File: config.mk
export PLATFORM = sky130hd
export DESIGN_NAME = memory_cycle_flat
export DESIGN_NICKNAME = d
export VERILOG_FILES = /design/src/rtl/riscv_types.sv /design/src/rtl/memory_cycle_if.sv /design/src/rtl/lsu_align.sv /design/src/rtl/memory_cycle.sv /design/src/flat_wrapper.sv
export SDC_FILE = /design/constraint.sdc
export NUM_CORES = 1
export LEC_CHECK = 0
export CAP_MARGIN = 20
export CORE_MARGIN = 3
export CORE_UTILIZATION = 31
export DETAILED_ROUTE_END_ITERATION = 6
export GPL_ROUTABILITY_DRIVEN = 0
export PLACE_DENSITY_LB_ADDON = 0.08
export REMOVE_ABC_BUFFERS = 1
export SYNTH_ARGS = -nofsm -noshare
export SYNTH_HDL_FRONTEND = slang
export SYNTH_SLANG_ARGS = --single-unit
File: constraint.sdc
create_clock -name clk_i -period 2.46 [get_ports clk_i]
set_input_delay 0.738 -clock clk_i [delete_from_list [all_inputs] [get_ports clk_i]]
set_output_delay 0.738 -clock clk_i [all_outputs]
set_load 0.005 [all_outputs]
File: src/rtl/riscv_types.sv
// Shared pipeline types for the memory stage: execute-to-memory
// control bundle, writeback bundle and access-size encodings.
package riscv_types;

   localparam logic [1:0] MEM_BYTE = 2'b00;
   localparam logic [1:0] MEM_HALF = 2'b01;
   localparam logic [1:0] MEM_WORD = 2'b10;

   typedef struct packed {
      logic       rd_wren;
      logic [4:0] rd_addr;
      logic       mem_wren;
      logic [1:0] mem_size;
      logic       mem_unsign;
      logic       mem_load;
   } memory_info;

   typedef struct packed {
      logic        rd_wren;
      logic [4:0]  rd_addr;
      logic [31:0] rd_data;
   } writeback_info;

   typedef enum logic {
      ST_IDLE = 1'b0,
      ST_BUSY = 1'b1
   } mc_state_t;

endpackage

File: src/rtl/memory_cycle_if.sv
// Data-memory request/acknowledge bus between the memory stage
// (master) and the data memory (slave).
interface memory_cycle_if;

   logic        dmem_req_o;
   logic        dmem_we_o;
   logic [31:0] dmem_addr_o;
   logic [3:0]  dmem_be_o;
   logic [31:0] dmem_wdata_o;
   logic        dmem_ack_i;
   logic [31:0] dmem_rdata_i;

   modport master (
      output dmem_req_o, dmem_we_o, dmem_addr_o,
      output dmem_be_o, dmem_wdata_o,
      input  dmem_ack_i, dmem_rdata_i
   );

   modport slave (
      input  dmem_req_o, dmem_we_o, dmem_addr_o,
      input  dmem_be_o, dmem_wdata_o,
      output dmem_ack_i, dmem_rdata_i
   );

endinterface

File: src/rtl/lsu_align.sv
// Byte-lane steering: store byte enables / replicated write data and
// load lane extraction with sign or zero extension.
module lsu_align
   import riscv_types::*;
(
   input  logic [1:0]  i_size,
   input  logic        i_unsign,
   input  logic [1:0]  i_off,
   input  logic [31:0] i_wdata,
   input  logic [31:0] i_rdata,
   output logic [3:0]  o_be,
   output logic [31:0] o_wdata,
   output logic [31:0] o_ldata
);

   logic [15:0] w_lane;
   logic        w_sext;

   always_comb begin
      w_lane  = 16'(i_rdata >> {i_off, 3'b000});
      w_sext  = 1'b0;
      o_be    = 4'b1111;
      o_wdata = i_wdata;
      o_ldata = i_rdata;
      unique case (1'b1)
         (i_size == MEM_BYTE): begin
            w_sext  = w_lane[7] & ~i_unsign;
            o_be    = 4'b0001 << i_off;
            o_wdata = {4{i_wdata[7:0]}};
            o_ldata = {{24{w_sext}}, w_lane[7:0]};
         end
         (i_size == MEM_HALF): begin
            w_sext  = w_lane[15] & ~i_unsign;
            o_be    = 4'b0011 << i_off;
            o_wdata = {2{i_wdata[15:0]}};
            o_ldata = {{16{w_sext}}, w_lane};
         end
         default: ;
      endcase
   end

endmodule

File: src/rtl/memory_cycle.sv
// Memory pipeline stage: issues data-memory accesses, stalls the
// front end while waiting for ack, and registers the writeback bundle.
module memory_cycle
   import riscv_types::*;
#(
   parameter int DMEM_TIMEOUT = 16
)
(
   input  logic                 clk_i,
   input  logic                 rst_i,
   input  memory_info           memory_signals,
   input  logic [31:0]          Result_M,
   input  logic [31:0]          rs2_data_M,
   memory_cycle_if.master       dmem,
   output logic                 stall_o,
   output logic [4:0]           rd_addr_M,
   output logic                 rd_wren_M,
   output logic [4:0]           rd_addr_W,
   output logic                 rd_wren_W,
   output logic [31:0]          rd_data_W,
   output logic                 misalign_o,
   output logic                 bus_err_o
);

   localparam int CW = $clog2(DMEM_TIMEOUT + 1);

   mc_state_t     r_state;
   mc_state_t     w_state_nxt;
   logic [CW-1:0] r_cnt;
   logic [CW-1:0] w_cnt_nxt;
   writeback_info r_wb;
   logic          r_misalign;
   logic          r_bus_err;

   logic        w_memop;
   logic        w_misalign;
   logic        w_aligned;
   logic        w_req;
   logic        w_stall;
   logic        w_timeout;
   logic [1:0]  w_off;
   logic [3:0]  w_be;
   logic [31:0] w_wdata;
   logic [31:0] w_ldata;

   assign w_off   = Result_M[1:0];
   assign w_memop = memory_signals.mem_load
                  | memory_signals.mem_wren;
   assign w_misalign = w_memop &
      (((memory_signals.mem_size == MEM_HALF) & w_off[0]) |
       ((memory_signals.mem_size >= MEM_WORD) & (|w_off)));
   assign w_aligned = w_memop & ~w_misalign;

   lsu_align u_align (
      .i_size   (memory_signals.mem_size),
      .i_unsign (memory_signals.mem_unsign),
      .i_off    (w_off),
      .i_wdata  (rs2_data_M),
      .i_rdata  (dmem.dmem_rdata_i),
      .o_be     (w_be),
      .o_wdata  (w_wdata),
      .o_ldata  (w_ldata)
   );

   always_ff @(posedge clk_i) begin
      if (rst_i) begin
         r_state <= ST_IDLE;
         r_cnt   <= '0;
      end else begin
         r_state <= w_state_nxt;
         r_cnt   <= w_cnt_nxt;
      end
   end

   always_comb begin
      w_state_nxt = r_state;
      w_cnt_nxt   = r_cnt;
      unique case (r_state)
         ST_IDLE: begin
            w_cnt_nxt = '0;
            if (w_aligned & ~dmem.dmem_ack_i)
               w_state_nxt = ST_BUSY;
         end
         ST_BUSY: begin
            if (dmem.dmem_ack_i | w_timeout) begin
               w_state_nxt = ST_IDLE;
               w_cnt_nxt   = '0;
            end else begin
               w_cnt_nxt = r_cnt + CW'(1);
            end
         end
         default: w_state_nxt = ST_IDLE;
      endcase
   end

   // The timeout cycle releases the stall so the faulting op retires
   always_comb begin
      w_req     = 1'b0;
      w_stall   = 1'b0;
      w_timeout = 1'b0;
      unique case (r_state)
         ST_IDLE: begin
            w_req   = w_aligned;
            w_stall = w_aligned & ~dmem.dmem_ack_i;
         end
         ST_BUSY: begin
            w_req     = 1'b1;
            w_timeout = ~dmem.dmem_ack_i &
                        (r_cnt == CW'(DMEM_TIMEOUT - 1));
            w_stall   = ~dmem.dmem_ack_i & ~w_timeout;
         end
         default: ;
      endcase
   end

   always_ff @(posedge clk_i) begin
      if (rst_i) begin
         r_wb       <= '0;
         r_misalign <= 1'b0;
         r_bus_err  <= 1'b0;
      end else begin
         r_misalign <= w_misalign;
         r_bus_err  <= w_timeout;
         if (w_stall) begin
            r_wb <= '0;
         end else begin
            r_wb.rd_wren <= memory_signals.rd_wren
                          & ~w_misalign & ~w_timeout;
            r_wb.rd_addr <= memory_signals.rd_addr;
            r_wb.rd_data <= memory_signals.mem_load
                          ? w_ldata : Result_M;
         end
      end
   end

   assign dmem.dmem_req_o   = w_req;
   assign dmem.dmem_we_o    = memory_signals.mem_wren;
   assign dmem.dmem_addr_o  = {Result_M[31:2], 2'b00};
   assign dmem.dmem_be_o    = w_be;
   assign dmem.dmem_wdata_o = w_wdata;

   assign stall_o    = w_stall;
   assign rd_addr_M  = memory_signals.rd_addr;
   assign rd_wren_M  = memory_signals.rd_wren;
   assign rd_addr_W  = r_wb.rd_addr;
   assign rd_wren_W  = r_wb.rd_wren;
   assign rd_data_W  = r_wb.rd_data;
   assign misalign_o = r_misalign;
   assign bus_err_o  = r_bus_err;

endmodule

File: src/flat_wrapper.sv
// flat-port wrapper written by rule: the top's interface ports become plain ports
module memory_cycle_flat import riscv_types::*;
#(
   parameter int DMEM_TIMEOUT = 16
)
  (clk_i, rst_i, memory_signals, Result_M, rs2_data_M, stall_o, rd_addr_M, rd_wren_M, rd_addr_W, rd_wren_W, rd_data_W, misalign_o, bus_err_o, dmem_dmem_req_o, dmem_dmem_we_o, dmem_dmem_addr_o, dmem_dmem_be_o, dmem_dmem_wdata_o, dmem_dmem_ack_i, dmem_dmem_rdata_i);
  memory_cycle_if dmem_i ();
  input  logic clk_i;
  input  logic rst_i;
  input  memory_info memory_signals;
  input  logic [31:0] Result_M;
  input  logic [31:0] rs2_data_M;
  output logic stall_o;
  output logic [4:0] rd_addr_M;
  output logic rd_wren_M;
  output logic [4:0] rd_addr_W;
  output logic rd_wren_W;
  output logic [31:0] rd_data_W;
  output logic misalign_o;
  output logic bus_err_o;
  output wire logic [$bits(dmem_i.dmem_req_o)-1:0] dmem_dmem_req_o;
  output wire logic [$bits(dmem_i.dmem_we_o)-1:0] dmem_dmem_we_o;
  output wire logic [$bits(dmem_i.dmem_addr_o)-1:0] dmem_dmem_addr_o;
  output wire logic [$bits(dmem_i.dmem_be_o)-1:0] dmem_dmem_be_o;
  output wire logic [$bits(dmem_i.dmem_wdata_o)-1:0] dmem_dmem_wdata_o;
  input wire logic [$bits(dmem_i.dmem_ack_i)-1:0] dmem_dmem_ack_i;
  input wire logic [$bits(dmem_i.dmem_rdata_i)-1:0] dmem_dmem_rdata_i;
  assign dmem_dmem_req_o = dmem_i.dmem_req_o;
  assign dmem_dmem_we_o = dmem_i.dmem_we_o;
  assign dmem_dmem_addr_o = dmem_i.dmem_addr_o;
  assign dmem_dmem_be_o = dmem_i.dmem_be_o;
  assign dmem_dmem_wdata_o = dmem_i.dmem_wdata_o;
  assign dmem_i.dmem_ack_i = dmem_dmem_ack_i;
  assign dmem_i.dmem_rdata_i = dmem_dmem_rdata_i;
  memory_cycle #(.DMEM_TIMEOUT(DMEM_TIMEOUT)) u_core (.clk_i(clk_i), .rst_i(rst_i), .memory_signals(memory_signals), .Result_M(Result_M), .rs2_data_M(rs2_data_M), .dmem(dmem_i), .stall_o(stall_o), .rd_addr_M(rd_addr_M), .rd_wren_M(rd_wren_M), .rd_addr_W(rd_addr_W), .rd_wren_W(rd_wren_W), .rd_data_W(rd_data_W), .misalign_o(misalign_o), .bus_err_o(bus_err_o));
endmodule
== Word level (Yosys, flattened, before mapping) ==
Index checks and enable logic that the tools add are counted.

* Register bits: 46
* Input port bits: 110
* Output and inout bits: 117
* Logic and storage cells: 49

* Add/subtract/negate cells: 1
* $lt $le $gt $ge: 1
* Equal/unequal tests: 2
* Shift-type cells: 3
* Mux-type cells: 12
* Bitwise operators: 20
* Reduce and logical (&&, ||, !) cells: 3

{| class="wikitable"
|+ Operators by type and width
! operator !! count
|-
| $pmux 32 s2 || 2
|-
| $mux 32 || 1
|-
| $shr 32x5->16 || 1
|-
| $and 1x1->1 || 11
|-
| $pmux 5 s2 || 1
|-
| $pmux 4 s2 || 1
|-
| $not 1->1 || 6
|-
| $pmux 1 s2 || 3
|-
| $add 5x1->5 const B || 1
|-
| $eq 5x4->1 const B || 1
|-
| $mux 5 || 1
|-
| $reduce_or 2->1 || 2
|-
| $shl 1x2->4 const A || 1
|-
| $shl 2x2->4 const A || 1
|-
| $mux 1 || 3
|-
| $or 1x1->1 || 3
|-
| $eq 2x1->1 const B || 1
|-
| $ge 2x2->1 const B || 1
|-
| $logic_not 2->1 || 1
|}

== Logic depth before layout (Yosys ltp) ==
Gate-level depths: netlist of the first run.

* Word-level depth: 9
* Gate-level depth with buffers: 9
* Depth with buffers taken out: 7

== By module ==
From an unflattened synthesis of the first run, not the netlist that was laid out.

* Cell total of the unflattened synthesis: 387
* Area total of the unflattened synthesis: 3253.1 um^2

{| class="wikitable"
|+ By module, submodules not included
! module !! times used !! cells each !! area each (um^2) !! sequential area each (um^2)
|-
| memory_cycle || 1 || 196 || 1916.8 || 920.9
|-
| lsu_align || 1 || 191 || 1336.3 || 0.0
|}

== Worst setup path after synthesis of the first run ==
Ideal clock, no wire load.

* Kind: input-to-output
* Start point: input memory_signals[3] (netlist name)
* End point: output dmem_dmem_wdata_o[10]
* Arrival: 1.716 ns
* Data required time: 1.722 ns
* Path slack: 0.006 ns
* Stages: 4
* Buffers on the path: 2
* Path through: buf_2 -> nor2_1 -> buf_1 -> mux2_2

* Longest elaborated chain between the ends: 2
* Elaborated cells on any way between the ends: 3
* Those cells by class: eq/ne: 1; mux: 1; reduce/logical: 1

{| class="wikitable"
|+ Ends and longest elaborated chain
! item !! line !! source
|-
| start, declared || flat_wrapper.sv:10 || <nowiki>input memory_info memory_signals;</nowiki>
|-
| $eq 2x1->1 or $logic_not 2->1 (tied branches) || lsu_align.sv:32, lsu_align.sv:26 ||
|-
| $pmux 32 s2 (*) || lsu_align.sv:25 || <nowiki>unique case (1'b1)</nowiki>
|-
| end, declared || flat_wrapper.sv:25 || <nowiki>output wire logic [$bits(dmem_i.dmem_wdata_o)-1:0] dmem_dmem_wdata_o;</nowiki>
|}

Mark *: on every way between the ends. The rest lies on a longest branch, timed or not.

== Worst setup path after layout of the first run ==
* Start point: input memory_signals[3] (netlist name)
* End point: output dmem_dmem_wdata_o[15]

The elaborated chain is that of the path after synthesis.

==> metrics.yaml, run 1 <==
synth:
  synth_area_per_cell_um2: 8.16
  synthCells: 368
  ys_seq_elements: 46
  syn-cell-area_um2: 3000
  ys_warn_count: 0
  ys_types: 46
  ys_seq_area_frac: 0.307
setup_path:
  cpMostUsedCell: "buf_6"
  worstPathMaxFanout: 8
  cp.arrival_ns: 1.71
  r2r_start: "u_core.r_cnt[1]"
  path_cells: "buf_6, nor2_4, buf_6, mux2_4, dlygate4sd2_1"
  startpoint_type: "input pin"
  reg2reg_slack_ns: 0.63
  critPathSlowestCell: "mux2_4"
  required_ns: 1.72
  cp_num_buf_inv: 3
  endpoint_kind: "output port"
  critPathKind: "input pin to output port"
  r2r_cells: 9
  max_stage_delay_ns: 0.30
  r2r_end: "u_core.rd_data_W[7]"
  crit_family: "buffers and inverters"
  crit_cells: 5
clock_tree:
  cts_root_buf: "clkbuf_8"
  cts_sinks: 46
  htree_num_levels: 2
  holdBufCountCts: 0
  clkLatencyLatePin_ns: 0.30
  cts_buffers: 5
  cts_buffer_depth: 2
  cts_tree: "done"
  clk_pin_slew_ns: 0.09
sta:
  fin_crit_ns: 2.45
  clock_skew_ns: 0.00669
  finalHoldViolations: 0
  setup_viol: 0
  fmax_mhz: 409
  fin_crit_sh: 0.994
  maxSlewViolCount: 0
  final.setup.worst_slack_ns: 0.0150
  hold_ws_ns: 0.501
die:
  die_y_um: 104
  initial_core_util: 0.322
  ioPinCount: 227
  placementRows: 35
  die-area_um2: 10900
  die_w_um: 104
  core_area_um2: 9330
placed_design:
  place_area_um2: 5460
  pre_cts_ws_ns: -0.804
  hpwl_mm: 9.42
  port_buffers: 224
cells_and_area:
  drive_gt1_frac: 0.211
  area_growth_pct: 90.0
  fillCellCount: 880
  nets: 718
  fin_area_um2: 5710
min_path:
  holdPathStages: 2
  min_from: "u_core.r_cnt[0]"
  hold_path_class: "flop to flop"
  worstHoldEndpoint: "u_core.r_cnt[0]"
power:
  peakVddDrop_mv: 0.217
  power-per-cell-area_nw_per_um2: 372
  p_total_uw: 2130
  leakagePower_uw: 0.00253
routing:
  wirelength_mm: 11.9
  routed_via_density: 4.75
  drc_errors: 0
  drtAntennaViolNets: 0
  vias: 3500
  first_iter_violations: 125
  wl_per_cell_um: 16.1
  firstDrtPassIters: 4
grt:
  grt_max_degree: 32
  grt_pass1_vias: 3580
  antenna_found_initial: 2
  grt.total_usage: 0.208
  grt_pass1_wl_mm: 18.4
  overflow: 0
run:
  drv_cap: 0
outcome:
  status: "finished, final reports clean"
-- layout by cell type (no fill, tap or decap), types with 2 or more instances in the layout --
cell and n:
a22o_1 4, dlygate4sd2_1 53, o21bai_1 2, o21ai_0 3, nor3_1 4, nand2_1 39
clkbuf_8 5, conb_1 2, nand3_1 2, clkdlybuf4s15_2 3, nor2_1 37, clkdlybuf4s15_1 8
a211oi_1 16, mux2_2 15, nand3b_1 3, clkbuf_2 2, o21ai_1 8, inv_1 13
buf_2 4, dlymetal6s2s_1 9, a2bb2oi_1 6, a21oi_1 18, nand2b_1 6, buf_4 71
buf_12 5, o221ai_1 12, nor2b_1 8, a221oi_1 4, clkdlybuf4s50_1 143, nor2_4 2
buf_6 3, dfxtp_1 45, mux2i_1 20
-- final cells by class --
type,count,area (um2),share of cell area
diodes,1,2.50,0.000438
clock buffers,5,68.8,0.0121
clock inverters,3,21.3,0.00373
inverters,13,48.8,0.00855
multi-input cells,237,1620,0.283
flip-flops and latches,46,922,0.162
well taps,129,161,0.0283
repair buffers,303,2870,0.502
-- per-layer routing --
metal / routed length, um / GRT usage / up-vias
met3: 1070 / 0.0732 / 14
met5: 0 / 0 / -
li1: - / - / 1729
met4: 161 / 0.0551 / 0
met1: 4450 / 0.230 / 1601
met2: 6190 / 0.376 / 156
-- through the flow --
| step | instances | util | TNS (ns) |
|---|---|---|---|
| 3_3_place_gp | 715 | 0.586 | -24.56 |
| 4_1_cts | 734 | 0.608 | -0.0237 |
| 5_1_grt | 737 | 0.612 | -0.0364 |
| 3_5_place_dp | 715 | 0.586 | -25.48 |
| 2_1_floorplan | 296 | - | -39.81 |
| 6_report | 737 | 0.612 | 0 |
-- cell families after synthesis --
group | after synthesis | share of synthesized area
and+or+nand+nor | 108 | 0.160
muxes | 37 | 0.134
xor gates and xnor gates | 2 | 0.00583
DFF | 46 | 0.307
AOI/OAI and AO/OA | 86 | 0.208
other | 1 | 0.00125
buffers and inverters | 86 | 0.176
adders and majority gates | 2 | 0.00833
-- sequential cells by signal, summed over array words and instances, names as in the netlist --
register and count:
u_core.r_state 1, u_core.bus_err_o 1, u_core.misalign_o 1, u_core.rd_wren_W 1
u_core.rd_data_W 32, u_core.rd_addr_W 5, u_core.r_cnt 5
-- worst register-to-register path, delay by kind of cell (launching register included) --
family | cells | cell delay (ns)
flip-flops | 1 | 0.34
AO/OA/AOI/OAI | 3 | 0.53
AND/OR/NAND/NOR | 2 | 0.22
adder cells (fa/ha/maj) | 2 | 0.34
buffers and inverters | 2 | 0.32
-- where the power goes --
group	switching (uW)	internal (uW)	leakage (uW)
registers	14.9	795	0.000380
logic	325	526	0.00211
clock network	264	200	0.0000441
total	605	1520	0.00253
-- cell usage after synthesis, drive strengths merged --
cell type,number,share of area
buf,61,0.14
dfxtp,46,0.31
nor2,40,0.050
nand2,39,0.049
a21oi,20,0.033
mux2i,20,0.067
a211oi,17,0.044
mux2,16,0.060
inv,13,0.016
clkbuf,12,0.015
o221ai,12,0.035
o21ai,11,0.018
nor2b,8,0.017
a2bb2oi,6,0.017
nand2b,6,0.012
a221oi,4,0.012
a22o,4,0.012
nor3,4,0.0067
nand3b,3,0.0075
ha,2,0.0083
nand3,2,0.0033
o21bai,2,0.0050
a211o,1,0.0029
a21o,1,0.0025
a22oi,1,0.0025
a31o,1,0.0029
a31oi,1,0.0021
and3,1,0.0021
conb,1,0.0012
mux4,1,0.0075
nand4,1,0.0021
nor4b,1,0.0029
o2111ai,1,0.0029
o211ai,1,0.0025
o22ai,1,0.0021
o311ai,1,0.0087
o31ai,1,0.0025
or3,1,0.0021
or3b,1,0.0029
or4,1,0.0025
xnor2,1,0.0029
xor2,1,0.0029
-- worst max path at each step --
stage                            startpoint                     to  slack, ns
final                     memory_signals[3]  dmem_dmem_wdata_o[15]       0.01
after detailed placement  memory_signals[2]                stall_o      -0.80
after global routing      memory_signals[3]  dmem_dmem_wdata_o[15]      -0.01
after floorplan                 Result_M[1]   u_core.rd_data_W[12]      -1.16
after global placement          Result_M[0]                stall_o      -0.78
after CTS                 memory_signals[2]  dmem_dmem_wdata_o[15]      -0.02
-- what timing repair did --
action	CTS	global route
endpoints found under the setup margin	84	22
gates cloned	1	0
pin swaps	7	3
buffers inserted	10	2
resized for setup	124	22
No activity file was read; power rests on OpenSTA's default activity.
==> run 2: changes to the inputs <==
Settings changed: CAP_MARGIN 20 to not set, CTS_CLUSTER_SIZE set to 28, TNS_END_PERCENT set to 1.
==> metrics.yaml, run 2 (synthesis gave the netlist of run 1 again) <==
outcome:
  status: "finished, violations left"  # was finished, final reports clean
  violations: "negative setup slack"
grt:
  grt_max_degree: 32  # unchanged
  antenna_found_initial: 1  # was 2
  grt_pass1_vias: 3516  # was 3580
  grt.total_usage: 0.203  # was 0.208
  overflow: 0  # unchanged
  grt_pass1_wl_mm: 18.0  # was 18.4 mm
die:
  core_area_um2: 9330  # unchanged
  initial_core_util: 0.322  # unchanged
  die_w_um: 104  # unchanged
  ioPinCount: 227  # unchanged
  placementRows: 35  # unchanged
  die_y_um: 104  # unchanged
  die-area_um2: 10900  # unchanged
cells_and_area:
  regArea_um2: 922  # unchanged
  largest_register_ffs: 32  # unchanged
  final_common_cell: "clkdlybuf4s50_1"  # unchanged
  fillCellCount: 872  # was 880
  area_growth_pct: 87.1  # was 90.0%
  fin_util: 0.603  # was 0.612
  antenna-diode-count: 0  # was 1
  multi_input_area_um2: 1610  # was 1620 um2
  layout_common_cells: "clkdlybuf4s50_1, buf_4, dlygate4sd2_1, dfxtp_1, nand2_1"  # was clkdlybuf4s50_1, buf_4, dlygate4sd2_1
  drive_gt1_frac: 0.196  # was 0.211
  nets: 709  # was 718
clock_tree:
  clkLatencyLatePin_ns: 0.29  # was 0.30 ns
  holdBufCountCts: 0  # unchanged
  cts_buffers: 5  # unchanged
  cts_tree: "done"  # unchanged
  cts_sinks: 46  # unchanged
  cts_root_buf: "clkbuf_8"  # unchanged
  cts_buffer_depth: 2  # unchanged
  htree_num_levels: 2  # unchanged
  clk_pin_slew_ns: 0.09  # about the same
power:
  power-per-cell-area_nw_per_um2: 375  # was 372 nW/um2
  peakVddDrop_mv: 0.222  # was 0.217 mV
  leakagePower_uw: 0.00255  # was 0.00253 uW
setup_path:
  startpoint_type: "input pin"  # unchanged
  cp.arrival_ns: 1.88  # was 1.71 ns
  r2r_end: "u_core.rd_data_W[7]"  # unchanged
  r2r_cells: 9  # unchanged
  required_ns: 1.72  # about the same
  endpoint_kind: "output port"  # unchanged
  worstPathMaxFanout: 29  # was 8
  r2r_start: "u_core.r_cnt[1]"  # unchanged
  reg2reg_slack_ns: 0.63  # about the same
  critPathKind: "input pin to output port"  # unchanged
sta:
  fin_crit_ns: 2.62  # was 2.45 ns
  fin_tns_setup_ns: -0.903  # was 0 ns
  clock_skew_ns: 0.00482  # was 0.00669 ns
  finalHoldViolations: 0  # unchanged
  fin_crit_sh: 1.06  # was 0.994
  maxSlewViolCount: 0  # unchanged
  rsz0062_at_grt: "yes"
  fmax_mhz: 382  # was 409 MHz
  final.setup.worst_slack_ns: -0.157  # was 0.0150 ns
  setup_viol: 7  # was 0
run:
  drv_cap: 0  # unchanged
placed_design:
  port_buffers: 224  # unchanged
  hpwl_mm: 9.42  # unchanged
routing:
  drtAntennaViolNets: 0  # unchanged
  route.met2.wl_mm: 6.06  # was 6.19 mm
  drc_errors: 0  # unchanged
  wirelength_mm: 11.7  # was 11.9 mm
  wl_per_cell_um: 16.0  # was 16.1 um
  vias: 3427  # was 3500
  firstDrtPassIters: 4  # unchanged
  routed_via_density: 4.71  # was 4.75
  first_iter_violations: 107  # was 125
  wl_met3_mm: 1.03  # was 1.07 mm
  met1_length_mm: 4.45  # about the same
  highest_layer: "met4"  # unchanged
min_path:
  worstHoldEndpoint: "u_core.r_cnt[0]"  # unchanged
  holdPathStages: 2  # unchanged
  hold_path_class: "flop to flop"  # unchanged
  min_from: "u_core.r_cnt[0]"  # unchanged
-- run 2: stage by stage --
| step | setup slack [ns] | power [uW] | hold slack [ns] | instances | area (um2) |
|---|---|---|---|---|---|
| finish | -0.157 | 2110 | 0.501 | 727 | 5620 |
| global route | -0.205 | 2230 | 0.515 | 727 | 5620 |
| CTS | -0.255 | 2140 | 0.503 | 727 | 5550 |
| detailed placement | -0.804 | 1690 | 0.497 | 715 | 5460 |
| global placement | -0.784 | 1680 | 0.495 | 715 | 5460 |
| floorplan | -1.16 | 1040 | 0.418 | 296 | 2530 |
-- run 2: how the worst max path moves through the flow --
| stage | cells after the start | endpoint | start |
|---|---|---|---|
| 2_1_floorplan | 4 | u_core.rd_data_W[12] | Result_M[1] |
| 3_3_place_gp | 5 | stall_o | Result_M[0] |
| 3_5_place_dp | 5 | stall_o | memory_signals[2] |
| 4_1_cts | 4 | dmem_dmem_wdata_o[22] | memory_signals[3] |
| 5_1_grt | 4 | dmem_dmem_wdata_o[22] | memory_signals[3] |
| 6_report | 4 | dmem_dmem_wdata_o[22] | memory_signals[3] |
-- run 2: layout make-up --
| cell class | instances | share of cell area |
|---|---|---|
| Clock buffer | 5 | 0.0122 |
| Clock inverter | 3 | 0.00378 |
| Inverter | 13 | 0.00868 |
| Multi-Input combinational cell | 237 | 0.287 |
| Sequential cell | 46 | 0.164 |
| Tap cell | 129 | 0.0287 |
| Timing Repair Buffer | 294 | 0.496 |
-- run 2: repair_timing --
item,4_1_cts,5_1_grt
pin swaps,5,1
endpoints found under the setup margin,84,36
buffers inserted,4,0
gates cloned,0,0
resized for setup,90,39
-- run 2: critical path, stage by stage --
cell,delay (ns)
buf_4,0.15
buf_12,0.19
mux2_2,0.34
clkdlybuf4s50_1,0.46
-- run 2: per-layer routing --
metal | GRT usage | vias up
met3 | 0.0739 | 8
met5 | 0 | -
met1 | 0.222 | 1575
li1 | - | 1704
met2 | 0.373 | 140
met4 | 0.0475 | 0
-- run 2: power by group --
part / switching, uW / internal (uW)
clock network: 267 / 200
registers: 14.8 / 795
logic: 319 / 512
total: 600 / 1510
==> RTL change 1 (settings of run 1) <==
Make the reset (`rst_i`) asynchronous in 2 clocked blocks.
--- a/src/rtl/memory_cycle.sv
+++ b/src/rtl/memory_cycle.sv
@@ -63,5 +63,5 @@
    );
 
-   always_ff @(posedge clk_i) begin
+   always_ff @(posedge clk_i or posedge rst_i) begin
       if (rst_i) begin
          r_state <= ST_IDLE;
@@ -114,5 +114,5 @@
    end
 
-   always_ff @(posedge clk_i) begin
+   always_ff @(posedge clk_i or posedge rst_i) begin
       if (rst_i) begin
          r_wb       <= '0;
Check against the original RTL: differs if rst_i is asserted again (counterexample within 4 cycles, from zero or initial values and one cycle with rst_i high); with rst_i held inactive, the same outputs for 10 cycles.
==> RTL change 1 against run 1 <==
  * The flow now finishes with violations (setup timing)
  * Utilization decreased by 1.7 points
  * Count of clock-buffer cells in the layout increased by 1
  * Wire length increased by 4.2%
  * Total power increased by 15%
  * Sequential cell count unchanged
  * Fmax decreased by 0.64%
  * Area after synthesis increased by 9.2%
  * Highest routed layer unchanged
  * Final area increased by 4.8%
  * Worst setup slack got worse by 0.016 ns
  * Combinational power increased by 16%
==> RTL change 1: results (changes against run 1) <==
Clock network
  – Max clock buf depth: 2 (unchanged)

Timing
  – Final setup TNS: -0.000771 ns (was 0 ns)
  – Final setup viols: 1 (was 0)
  – Final Skew: 0.00685 ns (was 0.00669 ns)
  – Hold WS: 0.567 ns (was 0.501 ns)
  – Post-layout worst setup margin: -0.000771 ns (was 0.0150 ns)

Setup path
  – Slack of the worst reg-to-reg path: 0.40 ns (was 0.63 ns)
  – Worst-path fanout max: 7 (was 8)
  – R2R cell count: 7 (was 9)
  – R2r endpoint: u_core.rd_data_W[5]$_DFF_PP0_ (was u_core.rd_data_W[7]$_SDFF_PP0_)
  – CP max stage delay: 0.30 ns (about the same)

GRT
  – Largest net degree at the start of global routing: 58 (was 32)
  – Vias in the first global route: 3726 (was 3580)
  – Global Route Usage Sum: 0.200 (was 0.208)
  – Global-route wire length before repair: 18.6 mm (was 18.4 mm)
  – Antenna violations before repair: 0 (was 2)

Hold path
  – Worst Hold End: u_core.r_cnt[3]$_DFF_PP0_ (was u_core.r_cnt[0]$_SDFF_PP0_)
  – Hold_sp: u_core.r_cnt[3]$_DFF_PP0_ (was u_core.r_cnt[0]$_SDFF_PP0_)

Place
  – Dpl cells: 713 (was 715)
  – Final HPWL DP: 9.16 mm (was 9.42 mm)
  – Placed instance area: 0.00562 sq mm (was 0.00546 sq mm)

Power and ir drop
  – Lkg Pwr: 2.79 nW (was 2.53 nW)
  – Max rail drop VDD: 253 uV (was 217 uV)

Synth
  – Post-synthesis sequential area ratio: 0.351 (was 0.307)
  – Syn avg cell area: 8.75 sq um (was 8.16 sq um)
  – Async S/R FF share, synth: 1.00 (was 0)
  – Post-synth top flop: dfrtp_1 (was dfxtp_1)
  – Synth top area cells: dfrtp_1 (35%), buf_4 (11%), nand2_1 (6.2%), mux2_2 (5.8%), nor2_1 (5.1%) (was dfxtp_1 (31%), buf_4 (12%), mux2i_1 (6.7%), mux2_2 (6.0%), nor2_1 (5.0%))
  – Post-synth top cells: nand2_1 (54), buf_4 (48), dfrtp_1 (46) (was buf_4 (48), dfxtp_1 (46), nor2_1 (40))
  – Synth unique cells: 41 (was 46)

Detailed routing
  – 1st-iter DRT viols: 92 (was 125)
  – WL/cell: 16.8 microns (was 16.1 microns)
  – Vias: 3553 (was 3500)
  – Vias per cell: 4.83 (was 4.75)

Status
  – Status: finished with violations (was complete, no violations)
  – Failing checks: setup timing

Finish
  – Final instance area: 0.00598 sq mm (was 0.00571 sq mm)
  – Fill cells: 911 (was 880)
  – Share of cells above drive strength 1: 0.252 (was 0.211)
  – N_diodes: 0 (was 1)
[RTL change 1: changes by cell type in the layout (fill, tap and decap cells not counted), sizes merged, moves of 7 or more]
cell / delta
dfrtp: +46
dfxtp: -46
o21ai: +16
nand2: +15
o221ai: -12
a211oi: -10
clkdlybuf4s15: -9
dlygate4sd2: -8
o2bb2ai: +7
[RTL change 1: what timing repair did]
action / CTS / global route
gates cloned: 2 / 0
setup endpoints to repair: 72 / 29
pin swaps: 6 / 7
gates resized for setup: 143 / 53
hold buffers: 0 / 0
setup buffers: 10 / 2
[RTL change 1: worst max-delay path, delay by kind of cell]
family,cells,cell delay (ns)
mux,1,0.30
simple gates,1,0.09
buf+inv,5,0.60
[RTL change 1: cells by family (layout without fill, tap and decap cells)]
| kind of cell | count (synthesis) | in the layout | synth area share |
|---|---|---|---|
| muxes | 33 | 33 | 0.107 |
| DFF | 46 | 46 | 0.351 |
| other | 1 | 2 | 0.00114 |
| xor gates and xnor gates | 3 | 3 | 0.00801 |
| AOI/OAI and AO/OA | 92 | 92 | 0.219 |
| adders and majority gates | 2 | 2 | 0.00762 |
| and+or+nand+nor | 112 | 112 | 0.143 |
| buffers and inverters | 86 | 312 | 0.164 |
[RTL change 1: per-stage QoR]
stage          power [mW]  setup slack, ns
4_1_cts              2.44           -0.145
2_1_floorplan        1.15            -1.52
3_3_place_gp         1.85           -0.746
5_1_grt              2.57          -0.0723
6_report             2.44        -0.000771
3_5_place_dp         1.86           -0.722
[RTL change 1: report_power, final]
group | total (mW) | switching [mW] | internal, mW
Sequential | 0.867 | 0.0265 | 0.840
Clock | 0.581 | 0.278 | 0.304
Combinational | 0.987 | 0.386 | 0.601
Total | 2.44 | 0.690 | 1.74
[RTL change 1: final cells by class]
cell class,instances,area (sq um),area share
clock inverters,2,37.5,0.00627
inverters,11,41.3,0.00690
flip-flops and latches,46,1150,0.192
well taps,133,166,0.0278
repair buffers,293,2810,0.470
multi-input cells,244,1700,0.284
clock buffers,6,72.6,0.0121
[RTL change 1: per-layer routing]
layer | global-route usage | vias up | part of all wire
met2 | 0.373 | 176 | 0.51
met4 | 0.0478 | 0 | 0.015
met3 | 0.0693 | 14 | 0.11
met5 | 0 | - | 0
li1 | - | 1691 | -
met1 | 0.214 | 1672 | 0.37
[RTL change 1: worst max-delay path by stage]
| stage | start | to | cells after the start |
|---|---|---|---|
| 3_3_place_gp | Result_M[0] | stall_o | 5 |
| 5_1_grt | u_core.r_cnt[1]$_DFF_PP0_ | stall_o | 6 |
| 6_report | memory_signals[2] | dmem_dmem_wdata_o[11] | 7 |
| 3_5_place_dp | Result_M[0] | stall_o | 5 |
| 2_1_floorplan | Result_M[0] | stall_o | 3 |
| 4_1_cts | Result_M[0] | stall_o | 5 |
==> RTL change 2 (flow settings as in run 1) <==
Without the edit above. `DMEM_TIMEOUT` is set to 16 in 2 places; all go to 8.
--- a/src/rtl/memory_cycle.sv
+++ b/src/rtl/memory_cycle.sv
@@ -4,5 +4,5 @@
    import riscv_types::*;
 #(
-   parameter int DMEM_TIMEOUT = 16
+   parameter int DMEM_TIMEOUT = 8
 )
 (
--- a/src/flat_wrapper.sv
+++ b/src/flat_wrapper.sv
@@ -2,5 +2,5 @@
 module memory_cycle_flat import riscv_types::*;
 #(
-   parameter int DMEM_TIMEOUT = 16
+   parameter int DMEM_TIMEOUT = 8
 )
   (clk_i, rst_i, memory_signals, Result_M, rs2_data_M, stall_o, rd_addr_M, rd_wren_M, rd_addr_W, rd_wren_W, rd_data_W, misalign_o, bus_err_o, dmem_dmem_req_o, dmem_dmem_we_o, dmem_dmem_addr_o, dmem_dmem_be_o, dmem_dmem_wdata_o, dmem_dmem_ack_i, dmem_dmem_rdata_i);
Behaviour: not the same (Yosys sat finds a counterexample within 10 cycles, from zero or initial values and one cycle with rst_i high).
==> RTL change 2 against run 1 <==
  * Global-route usage down 0.14 points
  * Die area down 0.82%
  * Sequential cell count down 1
  * Worst setup slack about the same
  * Register-to-register slack better by 0.11 ns
  * Area after synthesis down 0.87%
  * Total power down 2.7%
  * Wire length down 2.9%
  * Final area down 1.6%
==> RTL change 2: results (changes against run 1) <==
Setup path
  – Worst-path fanout max: 2 (was 8)
  – CP max stage delay: 0.50 ns (was 0.30 ns)
  – Crit-path slowest cell: clkdlybuf4s50_1 (was mux2_4)
  – CP Data Arrival Time: 1.71 ns (about the same)

Power and ir drop
  – Lkg Pwr: 2.50 nW (was 2.53 nW)
  – Max rail drop VDD: 215 uV (was 217 uV)
  – Pint: 1.49 mW (was 1.52 mW)

GRT
  – Global-route wire length before repair: 18.3 mm (was 18.4 mm)
  – Largest net degree at the start of global routing: 38 (was 32)
  – Global Route Usage Sum: 0.207 (was 0.208)
  – Vias in the first global route: 3551 (was 3580)

Place
  – Final HPWL DP: 9.05 mm (was 9.42 mm)
  – Placed instance area: 0.00538 sq mm (was 0.00546 sq mm)
  – Pre-CTS setup slack: -0.907 ns (was -0.804 ns)

Detailed routing
  – WL/cell: 15.9 microns (was 16.1 microns)
  – Vias per cell: 4.76 (was 4.75)
  – 1st-iter DRT viols: 116 (was 125)

Synth
  – Post-synthesis sequential area ratio: 0.303 (was 0.307)
  – Synth unique cells: 43 (was 46)
  – Synth top area cells: dfxtp_1 (30%), buf_4 (13%), mux2i_1 (7.1%), mux2_2 (6.1%), nand2_1 (5.0%) (was dfxtp_1 (31%), buf_4 (12%), mux2i_1 (6.7%), mux2_2 (6.0%), nor2_1 (5.0%))
  – Post-synth top cells: buf_4 (50), dfxtp_1 (45), nand2_1 (40) (was buf_4 (48), dfxtp_1 (46), nor2_1 (40))

Finish
  – Share of cells above drive strength 1: 0.206 (was 0.211)

Clock network
  – CTS Buf Count: 5 (unchanged)

Status
  – Status: complete, no violations (unchanged)

Timing
  – Final Skew: 0.00487 ns (was 0.00669 ns)
## RTL change 2: changes by cell type after synthesis, moves of 2 or more
cell	delta
buf_4	+2
nor2_1	-2
inv_1	-3
or2_2	+2
nor3_1	+2
a21oi_1	-2
## RTL change 2: path summary, 6_finish.rpt
path	start	endpoint	slack [ns]	depth (start not counted)
worst max-delay path	Result_M[21]	dmem_dmem_addr_o[21]	0.02	2
worst min-delay path	u_core.r_cnt[0]$_SDFF_PP0_	u_core.r_cnt[0]$_SDFF_PP0_	0.46	1
worst max register to register	u_core.r_cnt[0]$_SDFF_PP0_	u_core.rd_data_W[31]$_SDFF_PP0_	0.74	6
worst min register to register	u_core.r_cnt[0]$_SDFF_PP0_	u_core.r_cnt[0]$_SDFF_PP0_	0.46	1
## RTL change 2: what timing repair did
item | 4_1_cts | 5_1_grt
buffers inserted | 6 | 0
pin swaps | 2 | 3
gates cloned | 3 | 0
hold buffers | 0 | 0
setup endpoints to repair | 90 | 17
resized for setup | 142 | 21
## RTL change 2: metrics by stage
stage               cells  hold WS (ns)
floorplan             291         0.418
global route          723         0.486
CTS                   723         0.461
finish                723         0.457
global placement      708         0.429
detailed placement    708         0.449
## RTL change 2: area by class of cell
type | instances | area, sq um
clock inverter | 1 | 5.00
sequential | 45 | 901
clock buffer | 5 | 68.8
fill | 876 | 3670
inverter | 10 | 37.5
antenna | 1 | 2.50
multi-input combinational | 236 | 1590
timing repair buffer | 296 | 2850
tap | 129 | 161
## RTL change 2: power groups by stage
stage | combinational, mW | sequential, mW | clock (mW)
floorplan | 0.204 | 0.817 | 0
finish | 0.841 | 0.793 | 0.435
CTS | 0.853 | 0.794 | 0.450
detailed placement | 0.850 | 0.811 | 0
global placement | 0.844 | 0.810 | 0
global route | 0.910 | 0.798 | 0.471
## RTL change 2: routing by layer
metal	wire, microns	GRT usage	vias up
met5	17	0	-
met2	5770	0.371	160
met4	229	0.0560	2
met1	4520	0.238	1563
met3	994	0.0615	18
li1	-	-	1697
## RTL change 2: logic make-up (layout without fill, tap and decap cells)
group           count (synthesis)  in the layout  synth area share
compound gates                 84             84             0.208
buf+inv                        84            312             0.177
other cells                     1              3           0.00126
simple gates                  109            109             0.163
flops                          45             45             0.303
mux                            38             38             0.139
fa+ha+maj                       1              1           0.00420
xor+xnor                        2              2           0.00588
## RTL change 2: worst register-to-register path, delay by kind of cell (launching register included)
family,cells,cell delay (ns)
compound gates,2,0.55
fa+ha+maj,1,0.21
buf+inv,2,0.38
flops,1,0.36
simple gates,1,0.13
